<file path="src/rtl/lsu_pkg.sv">
// Shared types and helpers for the load/store unit: access sizes, FSM states,
// byte-lane masking and alignment checks.
package lsu_pkg;

  localparam int NUM_LANES = 8;
  localparam int LANE_W    = 8;

  typedef enum logic [1:0] {
    SZ_B = 2'd0,
    SZ_H = 2'd1,
    SZ_W = 2'd2,
    SZ_D = 2'd3
  } size_e;

  typedef enum logic [2:0] {
    IDLE     = 3'd0,
    RD_ISSUE = 3'd1,
    RD_WAIT  = 3'd2,
    MERGE    = 3'd3,
    WR_ISSUE = 3'd4,
    RESP     = 3'd5
  } state_e;

  // Lanes touched by an access of the given size starting at byte offset off.
  function automatic logic [NUM_LANES-1:0] lane_mask(size_e sz, logic [2:0] off);
    logic [NUM_LANES-1:0] m;
    case (sz)
      SZ_B:    m = 8'h01 << off;
      SZ_H:    m = 8'h03 << off;
      SZ_W:    m = 8'h0f << off;
      default: m = 8'hff;
    endcase
    return m;
  endfunction

  function automatic logic misaligned(size_e sz, logic [2:0] off);
    logic bad;
    case (sz)
      SZ_B:    bad = 1'b0;
      SZ_H:    bad = off[0];
      SZ_W:    bad = |off[1:0];
      default: bad = |off;
    endcase
    return bad;
  endfunction

endpackage

</file>
<file path="src/rtl/lsu_if.sv">
// Core-side request/response channel and memory-side bus of the load/store unit.
interface lsu_core_if #(
  parameter int ADDR_W = 64,
  parameter int DATA_W = 64
);
  logic              req_valid;
  logic              req_ready;
  logic              req_write;
  logic [1:0]        req_size;
  logic              req_signed;
  logic [ADDR_W-1:0] req_addr;
  logic [DATA_W-1:0] req_wdata;
  logic              resp_valid;
  logic              resp_ready;
  logic [DATA_W-1:0] resp_rdata;
  logic              resp_error;

  modport master (
    output req_valid, req_write, req_size, req_signed, req_addr, req_wdata, resp_ready,
    input  req_ready, resp_valid, resp_rdata, resp_error
  );
  modport slave (
    input  req_valid, req_write, req_size, req_signed, req_addr, req_wdata, resp_ready,
    output req_ready, resp_valid, resp_rdata, resp_error
  );
endinterface

interface lsu_mem_if #(
  parameter int ADDR_W = 64,
  parameter int DATA_W = 64
);
  logic              En;
  logic [ADDR_W-1:0] address;
  logic [DATA_W-1:0] write_data;
  logic              memRead;
  logic              memWrite;
  logic [DATA_W-1:0] read_data;

  modport master (
    output En, address, write_data, memRead, memWrite,
    input  read_data
  );
  modport slave (
    input  En, address, write_data, memRead, memWrite,
    output read_data
  );
endinterface

</file>
<file path="src/rtl/lsu_align.sv">
// Combinational lane logic: extract/extend a load field from a doubleword and
// merge store bytes into a doubleword. Reused by future cache fill logic.
module lsu_align
  import lsu_pkg::*;
(
  input  size_e       size,
  input  logic        sign_ext,
  input  logic [2:0]  off,
  input  logic [63:0] line,
  input  logic [63:0] wdata,
  output logic [63:0] ld_data,
  output logic [63:0] st_data
);

  logic [5:0]                        sh;
  logic [63:0]                       fld;
  logic [NUM_LANES-1:0][LANE_W-1:0]  wsh;
  logic [NUM_LANES-1:0][LANE_W-1:0]  line_l;
  logic [NUM_LANES-1:0][LANE_W-1:0]  st_l;
  logic [NUM_LANES-1:0]              mask;

  assign sh     = {off, 3'b000};
  assign fld    = line >> sh;
  assign wsh    = wdata << sh;
  assign line_l = line;
  assign mask   = lane_mask(size, off);

  always_comb begin
    ld_data = fld;
    case (size)
      SZ_B:    ld_data = {{56{sign_ext & fld[7]}},  fld[7:0]};
      SZ_H:    ld_data = {{48{sign_ext & fld[15]}}, fld[15:0]};
      SZ_W:    ld_data = {{32{sign_ext & fld[31]}}, fld[31:0]};
      default: ld_data = fld;
    endcase
  end

  for (genvar i = 0; i < NUM_LANES; i++) begin : g_lane
    assign st_l[i] = mask[i] ? wsh[i] : line_l[i];
  end

  assign st_data = st_l;

endmodule

</file>
<file path="src/rtl/load_store_unit.sv">
// Single-outstanding load/store master for a 64-bit doubleword memory, with
// sub-doubleword loads (extract/extend) and stores (read-modify-write).
module load_store_unit
  import lsu_pkg::*;
#(
  parameter int ADDR_W = 64,
  parameter int DATA_W = 64,
  parameter int RD_LAT = 1
) (
  input  logic       Clk,
  input  logic       Rst_n,
  lsu_core_if.slave  core,
  lsu_mem_if.master  mem
);

  state_e              state_q, state_d;
  logic [2:0]          cnt_q, cnt_d;
  logic                write_q, write_d;
  size_e               size_q, size_d;
  logic                sext_q, sext_d;
  logic [2:0]          off_q, off_d;
  logic [DATA_W-1:0]   wdata_q, wdata_d;
  logic [ADDR_W-1:0]   addr_q, addr_d;
  logic [DATA_W-1:0]   line_q, line_d;
  logic [DATA_W-1:0]   wr_data_q, wr_data_d;
  logic [DATA_W-1:0]   rdata_q, rdata_d;
  logic                err_q, err_d;

  size_e               req_sz;
  logic                req_mis;
  logic [DATA_W-1:0]   line_in;
  logic [DATA_W-1:0]   ld_data;
  logic [DATA_W-1:0]   st_data;

  assign req_sz  = size_e'(core.req_size);
  assign req_mis = misaligned(req_sz, core.req_addr[2:0]);

  // Loads extend straight from the bus on the sampling edge; merges use the captured line.
  assign line_in = (state_q == RD_WAIT) ? mem.read_data : line_q;

  lsu_align u_align (
    .size     (size_q),
    .sign_ext (sext_q),
    .off      (off_q),
    .line     (line_in),
    .wdata    (wdata_q),
    .ld_data  (ld_data),
    .st_data  (st_data)
  );

  always_comb begin
    state_d   = state_q;
    cnt_d     = cnt_q;
    write_d   = write_q;
    size_d    = size_q;
    sext_d    = sext_q;
    off_d     = off_q;
    wdata_d   = wdata_q;
    addr_d    = addr_q;
    line_d    = line_q;
    wr_data_d = wr_data_q;
    rdata_d   = rdata_q;
    err_d     = err_q;
    case (state_q)
      IDLE: begin
        if (core.req_valid) begin
          write_d = core.req_write;
          size_d  = req_sz;
          sext_d  = core.req_signed;
          off_d   = core.req_addr[2:0];
          wdata_d = core.req_wdata;
          addr_d  = {3'b000, core.req_addr[ADDR_W-1:3]};
          rdata_d = '0;
          err_d   = req_mis;
          if (req_mis) begin
            state_d = RESP;
          end else if (core.req_write && req_sz == SZ_D) begin
            wr_data_d = core.req_wdata;
            state_d   = WR_ISSUE;
          end else begin
            state_d = RD_ISSUE;
          end
        end
      end
      RD_ISSUE: begin
        cnt_d   = 3'(RD_LAT - 1);
        state_d = RD_WAIT;
      end
      RD_WAIT: begin
        if (cnt_q == 3'd0) begin
          if (write_q) begin
            line_d  = mem.read_data;
            state_d = MERGE;
          end else begin
            rdata_d = ld_data;
            state_d = RESP;
          end
        end else begin
          cnt_d = cnt_q - 3'd1;
        end
      end
      MERGE: begin
        wr_data_d = st_data;
        state_d   = WR_ISSUE;
      end
      WR_ISSUE: state_d = RESP;
      RESP: begin
        if (core.resp_ready) state_d = IDLE;
      end
      default: state_d = IDLE;
    endcase
  end

  always_ff @(posedge Clk) begin
    if (!Rst_n) begin
      state_q   <= IDLE;
      cnt_q     <= '0;
      write_q   <= 1'b0;
      size_q    <= SZ_B;
      sext_q    <= 1'b0;
      off_q     <= '0;
      wdata_q   <= '0;
      addr_q    <= '0;
      line_q    <= '0;
      wr_data_q <= '0;
      rdata_q   <= '0;
      err_q     <= 1'b0;
    end else begin
      state_q   <= state_d;
      cnt_q     <= cnt_d;
      write_q   <= write_d;
      size_q    <= size_d;
      sext_q    <= sext_d;
      off_q     <= off_d;
      wdata_q   <= wdata_d;
      addr_q    <= addr_d;
      line_q    <= line_d;
      wr_data_q <= wr_data_d;
      rdata_q   <= rdata_d;
      err_q     <= err_d;
    end
  end

  // Strobes decode straight from state, so a reset edge drops them immediately.
  assign core.req_ready  = (state_q == IDLE);
  assign core.resp_valid = (state_q == RESP);
  assign core.resp_rdata = rdata_q;
  assign core.resp_error = err_q;

  assign mem.En         = (state_q == RD_ISSUE) || (state_q == RD_WAIT) || (state_q == WR_ISSUE);
  assign mem.memRead    = (state_q == RD_ISSUE) || (state_q == RD_WAIT);
  assign mem.memWrite   = (state_q == WR_ISSUE);
  assign mem.address    = addr_q;
  assign mem.write_data = wr_data_q;

endmodule

</file>
<file path="src/flat_wrapper.sv">
// flat-port wrapper written by rule: the top's interface ports become plain ports
module load_store_unit_flat import lsu_pkg::*;
#(
  parameter int ADDR_W = 64,
  parameter int DATA_W = 64,
  parameter int RD_LAT = 1
)
  (Clk, Rst_n, core_req_valid, core_req_write, core_req_size, core_req_signed, core_req_addr, core_req_wdata, core_resp_ready, core_req_ready, core_resp_valid, core_resp_rdata, core_resp_error, mem_En, mem_address, mem_write_data, mem_memRead, mem_memWrite, mem_read_data);
  lsu_core_if #(.ADDR_W(ADDR_W), .DATA_W(DATA_W)) core_i ();
  lsu_mem_if #(.ADDR_W(ADDR_W), .DATA_W(DATA_W)) mem_i ();
  input  logic Clk;
  input  logic Rst_n;
  input wire logic [$bits(core_i.req_valid)-1:0] core_req_valid;
  input wire logic [$bits(core_i.req_write)-1:0] core_req_write;
  input wire logic [$bits(core_i.req_size)-1:0] core_req_size;
  input wire logic [$bits(core_i.req_signed)-1:0] core_req_signed;
  input wire logic [$bits(core_i.req_addr)-1:0] core_req_addr;
  input wire logic [$bits(core_i.req_wdata)-1:0] core_req_wdata;
  input wire logic [$bits(core_i.resp_ready)-1:0] core_resp_ready;
  output wire logic [$bits(core_i.req_ready)-1:0] core_req_ready;
  output wire logic [$bits(core_i.resp_valid)-1:0] core_resp_valid;
  output wire logic [$bits(core_i.resp_rdata)-1:0] core_resp_rdata;
  output wire logic [$bits(core_i.resp_error)-1:0] core_resp_error;
  output wire logic [$bits(mem_i.En)-1:0] mem_En;
  output wire logic [$bits(mem_i.address)-1:0] mem_address;
  output wire logic [$bits(mem_i.write_data)-1:0] mem_write_data;
  output wire logic [$bits(mem_i.memRead)-1:0] mem_memRead;
  output wire logic [$bits(mem_i.memWrite)-1:0] mem_memWrite;
  input wire logic [$bits(mem_i.read_data)-1:0] mem_read_data;
  assign core_i.req_valid = core_req_valid;
  assign core_i.req_write = core_req_write;
  assign core_i.req_size = core_req_size;
  assign core_i.req_signed = core_req_signed;
  assign core_i.req_addr = core_req_addr;
  assign core_i.req_wdata = core_req_wdata;
  assign core_i.resp_ready = core_resp_ready;
  assign core_req_ready = core_i.req_ready;
  assign core_resp_valid = core_i.resp_valid;
  assign core_resp_rdata = core_i.resp_rdata;
  assign core_resp_error = core_i.resp_error;
  assign mem_En = mem_i.En;
  assign mem_address = mem_i.address;
  assign mem_write_data = mem_i.write_data;
  assign mem_memRead = mem_i.memRead;
  assign mem_memWrite = mem_i.memWrite;
  assign mem_i.read_data = mem_read_data;
  load_store_unit #(.ADDR_W(ADDR_W), .DATA_W(DATA_W), .RD_LAT(RD_LAT)) u_core (.Clk(Clk), .Rst_n(Rst_n), .core(core_i), .mem(mem_i));
endmodule
</file>
<file path="config.mk">
export PLATFORM = sky130hd
export DESIGN_NAME = load_store_unit_flat
export DESIGN_NICKNAME = d
export VERILOG_FILES = /design/src/rtl/lsu_pkg.sv /design/src/rtl/lsu_if.sv /design/src/rtl/lsu_align.sv /design/src/rtl/load_store_unit.sv /design/src/flat_wrapper.sv
export SDC_FILE = /design/constraint.sdc
export NUM_CORES = 1
export LEC_CHECK = 0
export ABC_CLOCK_PERIOD_IN_PS = 5900
export CORE_ASPECT_RATIO = 0.5
export CORE_MARGIN = 2
export CORE_UTILIZATION = 39
export CTS_CLUSTER_DIAMETER = 30
export CTS_CLUSTER_SIZE = 40
export DETAILED_ROUTE_END_ITERATION = 10
export PLACE_DENSITY_LB_ADDON = 0.25
export SLEW_MARGIN = 5
export SYNTH_ARGS = -nofsm -noshare
export SYNTH_HDL_FRONTEND = slang
export SYNTH_SLANG_ARGS = --single-unit
</file>
<file path="constraint.sdc">
create_clock -name Clk -period 5.9 [get_ports Clk]
set_input_delay 0.885 -clock Clk [delete_from_list [all_inputs] [get_ports Clk]]
set_output_delay 0.885 -clock Clk [all_outputs]
set_load 0.01 [all_outputs]
</file>
==> flow_summary.json <==
{
  "outcome": "completed",
  "synthFlopType": "dfxtp_1",
  "finalPower_mw": 9.48,
  "slew_violations": 0,
  "ys_seq_area_frac": 0.390,
  "yosysMostFrequentCell": "nand2_1",
  "reg2reg_depth": 7,
  "min-delay-path-class": "flip-flop to flip-flop",
  "ys_ff_latch": 331,
  "grt_max_degree": 123,
  "synth_edf_count": 0,
  "drc": 0,
  "p_clk_frac": 0.343,
  "dp_hpwl_mm": 51.1,
  "clk_path_buf_depth": 3,
  "die_y_um": 152,
  "slew_headroom": 0.194,
  "grt_usage": 0.296,
  "drive_gt1_frac": 0.0857,
  "syn_area_per_cell_um2": 8.00,
  "p_int_mw": 5.93,
  "p_seq_frac": 0.309,
  "switching_power_mw": 3.55,
  "cp-start-kind": "flip-flop",
  "numCtsBuffers": 52,
  "nNetsFinal": 2625,
  "hold_start": "u_core.line_q[28]",
  "fin_tns_setup_ps": 0,
  "power-per-cell-area_mw_per_mm2": 411,
  "worstReg2RegEnd": "u_core.core.resp_rdata[58]",
  "switching_share": 0.374,
  "cts_tree": "yes",
  "die_w_um": 299,
  "setup_viol": 0,
  "hold_end": "u_core.line_q[28]",
  "syn_to_final_growth_pct": 35.7,
  "critPathMaxFanout": 50,
  "ys_types": 66,
  "synth.largest_area_cell": "dfxtp_1",
  "tightestPinTransition_ps": 1180,
  "fmax_mhz": 284,
  "dieArea_mm2": 0.0454,
  "netlist.area_leader.share": 0.390,
  "dp.cells": 2953,
  "synth_cells": 2126,
  "end_kind": "flip-flop",
  "grt_overflow_total": 0,
  "drt-initial-drc-count": 2047,
  "cts.sinks": 331,
  "maxCapViolations": 0,
  "io_buffers": 394,
  "ioPinCount": 398,
  "hold_buffers": 0,
  "postCtsSetupBuffers": 0,
  "vias_per_cell": 5.82,
  "synthArstFlopShare": 0,
  "critical_path_class": "flip-flop to flip-flop",
  "drt-wirelength-per-cell_um": 22.9,
  "p_leak_nw": 8.18,
  "pwr-share-comb": 0.348,
  "yosys-top-cells-count": "575 x nand2_1, 331 x dfxtp_1, 319 x a21oi_1",
  "antenna_found_initial": 3,
  "nFillCells": 4093,
  "rsz0062_at_grt": "no",
  "htreeDepth": 2,
  "final_cells": 3051,
  "hold_viol": 0,
  "fin_crit_sh": 0.596,
  "netlist_top_cells_area": "dfxtp_1 39%, nand2_1 13%, a21oi_1 9.4%, mux2i_1 8.5%, mux4_2 4.9%",
  "grt_pass1_wl_mm": 102,
  "skew_ps": 34.2,
  "period_needed_ps": 3520,
  "row_count": 54,
  "critPathRequiredTime_ps": 6320,
  "clk_latency_ps": 590,
  "root_buffer": "clkbuf_16",
  "start_util": 0.393,
  "wl_mm": 70.0,
  "cts_resized": 0,
  "peakVddDrop_mv": 0.205,
  "first_pass_iters": 5,
  "clk_pin_slew_ps": 50,
  "grt_pass1_vias": 16624,
  "ant_nets": 0,
  "hold_depth": 2,
  "synthesis.area_mm2": 0.0170,
  "r2r_slack_ps": 2380,
  "core_area_mm2": 0.0433,
  "place_congestion": 0.983,
  "num_vias": 17759,
  "synth_warnings": 0,
  "utilization": 0.533,
  "reg2reg_from": "u_core.off_q[0]",
  "worst_ep_arrival_time_ps": 3930
}
sequential cells by signal, indices dropped and copies added (netlist names):
name                    count
u_core.cnt_q                3
u_core.core.resp_rdata     64
u_core.line_q              64
u_core.mem.write_data      64
u_core.core.resp_error      1
u_core.off_q                3
u_core.wdata_q             64
u_core.mem.address         61
u_core.sext_q               1
u_core.size_q               2
u_core.write_q              1
u_core.state_q              3
kinds of logic (layout without fill, tap and decap cells):
group,after synthesis,in the layout,share of synthesized area
adder cells (fa/ha/maj),6,6,0.00441
AND/OR/NAND/NOR,768,768,0.183
buffers and inverters,195,528,0.0471
flip-flops,331,331,0.390
other,1,5,0.000220
multiplexers,200,200,0.146
AO/OA/AOI/OAI,625,625,0.229
per-stage QoR:
step,cell area [µm²],setup WS (ps),hold WS [ps]
2_1_floorplan,17000,3300,432
5_1_grt,23100,2260,464
3_5_place_dp,21200,2320,446
4_1_cts,23100,2460,453
6_report,23100,2380,449
3_3_place_gp,21200,2330,439
final cells by class:
| type | instances | area, µm² | share of cell area |
|---|---|---|---|
| clock inverters | 37 | 448 | 0.0194 |
| clock buffers | 59 | 1410 | 0.0610 |
| repair buffers | 423 | 4180 | 0.181 |
| multi-input cells | 1602 | 9630 | 0.417 |
| flip-flops and latches | 331 | 6640 | 0.287 |
| well taps | 588 | 736 | 0.0319 |
| inverters | 9 | 38.8 | 0.00168 |
| diodes | 2 | 5.00 | 0.000217 |
layout by cell type (no fill, tap or decap), types with 14 or more instances in the layout:
cell type        netlist  routed
nand2b_1              15      15
nand3_1               25      24
buf_4                 11      27
mux2i_1              145     145
mux4_2                37      37
a22oi_1               32      32
clkbuf_16              0      53
o221ai_1              28      28
nor2_1                87      87
o21ai_0               49      48
a211oi_1              21      21
dfxtp_1              331     328
o211ai_1              57      57
clkdlybuf4s50_1        0     393
nor2b_1               15      14
nor3_1                18      18
nand2_1              575     574
o22ai_1               23      23
mux2_2                18      18
a21oi_1              319     319
power by group through the flow:
stage	combinational [mW]	clock [mW]	sequential (mW)
5_1_grt	3.54	3.39	2.97
4_1_cts	3.26	3.28	2.92
3_5_place_dp	3.24	0	2.97
3_3_place_gp	3.23	0	2.96
6_report	3.30	3.25	2.93
2_1_floorplan	1.87	0	2.92
critical path, cell delays in order, from the launching register on:
cell and delay [ps]:
dfxtp_4 750, inv_2 540, buf_4 490, a221oi_1 570, nor4_1 180, a211oi_2 220
buf_4 370, o211ai_1 160
worst max path at each step:
stage                                  from                         end  cells past startpoint
after floorplan           u_core.state_q[2]  u_core.core.resp_rdata[56]                      9
after global placement     core_req_size[1]   u_core.mem.write_data[32]                      9
after detailed placement   core_req_size[1]   u_core.mem.write_data[37]                      9
after CTS                 u_core.state_q[1]  u_core.core.resp_rdata[58]                      8
after global routing      u_core.state_q[1]  u_core.core.resp_rdata[56]                      8
final                       u_core.off_q[0]  u_core.core.resp_rdata[58]                      7
routing by layer:
metal  vias to the layer above  track usage  wire (µm)
met3                       158       0.0950       7960
met4                         0       0.0878       2230
met1                      8547        0.389      28600
met5                         -            0          0
met2                       905        0.467      31300
li1                       8149            -          -
Note: power is estimated with default switching activity, not from simulation.
==> variant: new RTL, same flow settings <==
Reset style: asynchronous (`Rst_n`), changed in one clocked block.
--- a/src/rtl/load_store_unit.sv
+++ b/src/rtl/load_store_unit.sv
@@ -113,3 +113,3 @@
 
-  always_ff @(posedge Clk) begin
+  always_ff @(posedge Clk or negedge Rst_n) begin
     if (!Rst_n) begin
Formal check against the unedited RTL: differs if Rst_n is asserted again (counterexample within 4 cycles, from zero or initial values and one cycle with Rst_n low); with Rst_n held inactive, the same outputs for 4 cycles.
==> variant against the original RTL <==
Design area is 6.4% higher; cell count is 3.6% lower; fmax is 5.6% lower; critical path depth stayed put; synthesized cell count is 9.1% lower; global-route usage is 0.66 points lower; count of clock-buffer cells in the layout is 3 higher; setup slack worse by 0.21 ns; wire length is 2.9% higher; sequential cell count stayed put; area after synthesis is 7.3% higher; critical path type unchanged; critical endpoint is now u_core.mem.write_data[15]$_DFFE_PN0P_; highest routed layer unchanged.
Power is not compared: it rests on default switching activity, and its combinational part moved more than twofold at a synthesized area within 25%.
==> variant: results (changes against the original RTL) <==
{| class="wikitable"
! Metric !! Value
|-
| Status || finished clean
|-
| Critical path startpoint || u_core.size_q[0]$_DFFE_PN0P_
|-
| Critical Path Slowest Stage Cell || a2111oi_0
|-
| Post-placement cell count || 2,844 (-3.7%)
|-
| Fraction of the mapped netlist area in adder cells || 0.411% (-0.030 points)
|-
| Wire length of the first global-routing pass || 106,000 um (+3.1%)
|-
| Endpoint of the worst setup timing path || u_core.mem.write_data[15]$_DFFE_PN0P_
|-
| Ratio of routed vias to standard cells || 5.78 (-0.67%)
|-
| Initial antenna violation count || 2 (-1)
|-
| Worst hold-check path type || primary input to asynchronous set/reset pin
|-
| Fraction of area in non-clock buffers || 17.6% (-0.53 points)
|-
| Predominant post-synthesis flop cell || dfrtp_1
|-
| Sequential element share of the synthesized area || 45.4% (+6.4 points)
|-
| Met1 Wirelength || 29,300 um (+2.6%)
|-
| Met3 WL post-DR || 8030 um (+0.80%)
|-
| Diode insertion count for antenna repair || 1 (-1)
|-
| Nonclk buf count || 438 (+3.5%)
|-
| Number of distinct library cells after synthesis || 72 (+9.1%)
|-
| Global-route track usage on met1 || 39.6% (+0.67 points)
|-
| XOR/XNOR share of the synthesized area || 0.0480% (+0.048 points)
|-
| Inverter count of the layout excluding clock inverters || 21 (+12)
|-
| Global placement routability congestion || 0.952 (-3.2%)
|-
| Synthesized area divided by synthesized cell count || 9.45 sq um (+18%)
|-
| Count of multi-input combinational gates || 1,427 (-11%)
|-
| Total power draw || 15.9 mW
|-
| Area share of the largest cell type after synthesis || 45.4% (+6.4 points)
|-
| Top post-synthesis cells by area || dfrtp_1 (45%), mux2i_1 (11%), nand2_1 (11%), mux2_2 (5.1%), o21ai_0 (2.9%)
|-
| Peak fanout along the critical path || 36 (-28%)
|-
| Number of fill cells || 4,216 (+3.0%)
|-
| M3 GR Usage || 8.24% (-1.3 points)
|-
| Placed Area || 22,700 sq um (+7.1%)
|-
| Critical Path Max Stage Delay || 1.13 ns (+0.38 ns)
|-
| Routed WL per cell || 24.5 um (+6.8%)
|-
| Post-synthesis compound-gate area fraction || 16.3% (-6.6 points)
|-
| GRT Resource Usage Total || 28.9% (-0.66 points)
|}
[variant: worst min path at each step]
stage	from	endpoint	slack, ns	cells after the start
2_1_floorplan	u_core.wdata_q[56]$_DFFE_PN0P_	u_core.wdata_q[56]$_DFFE_PN0P_	0.44	2
3_3_place_gp	u_core.mem.address[30]$_DFFE_PN0P_	u_core.mem.address[30]$_DFFE_PN0P_	0.46	2
3_5_place_dp	u_core.mem.address[32]$_DFFE_PN0P_	u_core.mem.address[32]$_DFFE_PN0P_	0.46	2
4_1_cts	Rst_n	u_core.mem.address[5]$_DFFE_PN0P_	0.22	1
5_1_grt	Rst_n	u_core.mem.address[5]$_DFFE_PN0P_	0.22	1
6_report	Rst_n	u_core.mem.address[5]$_DFFE_PN0P_	0.20	1
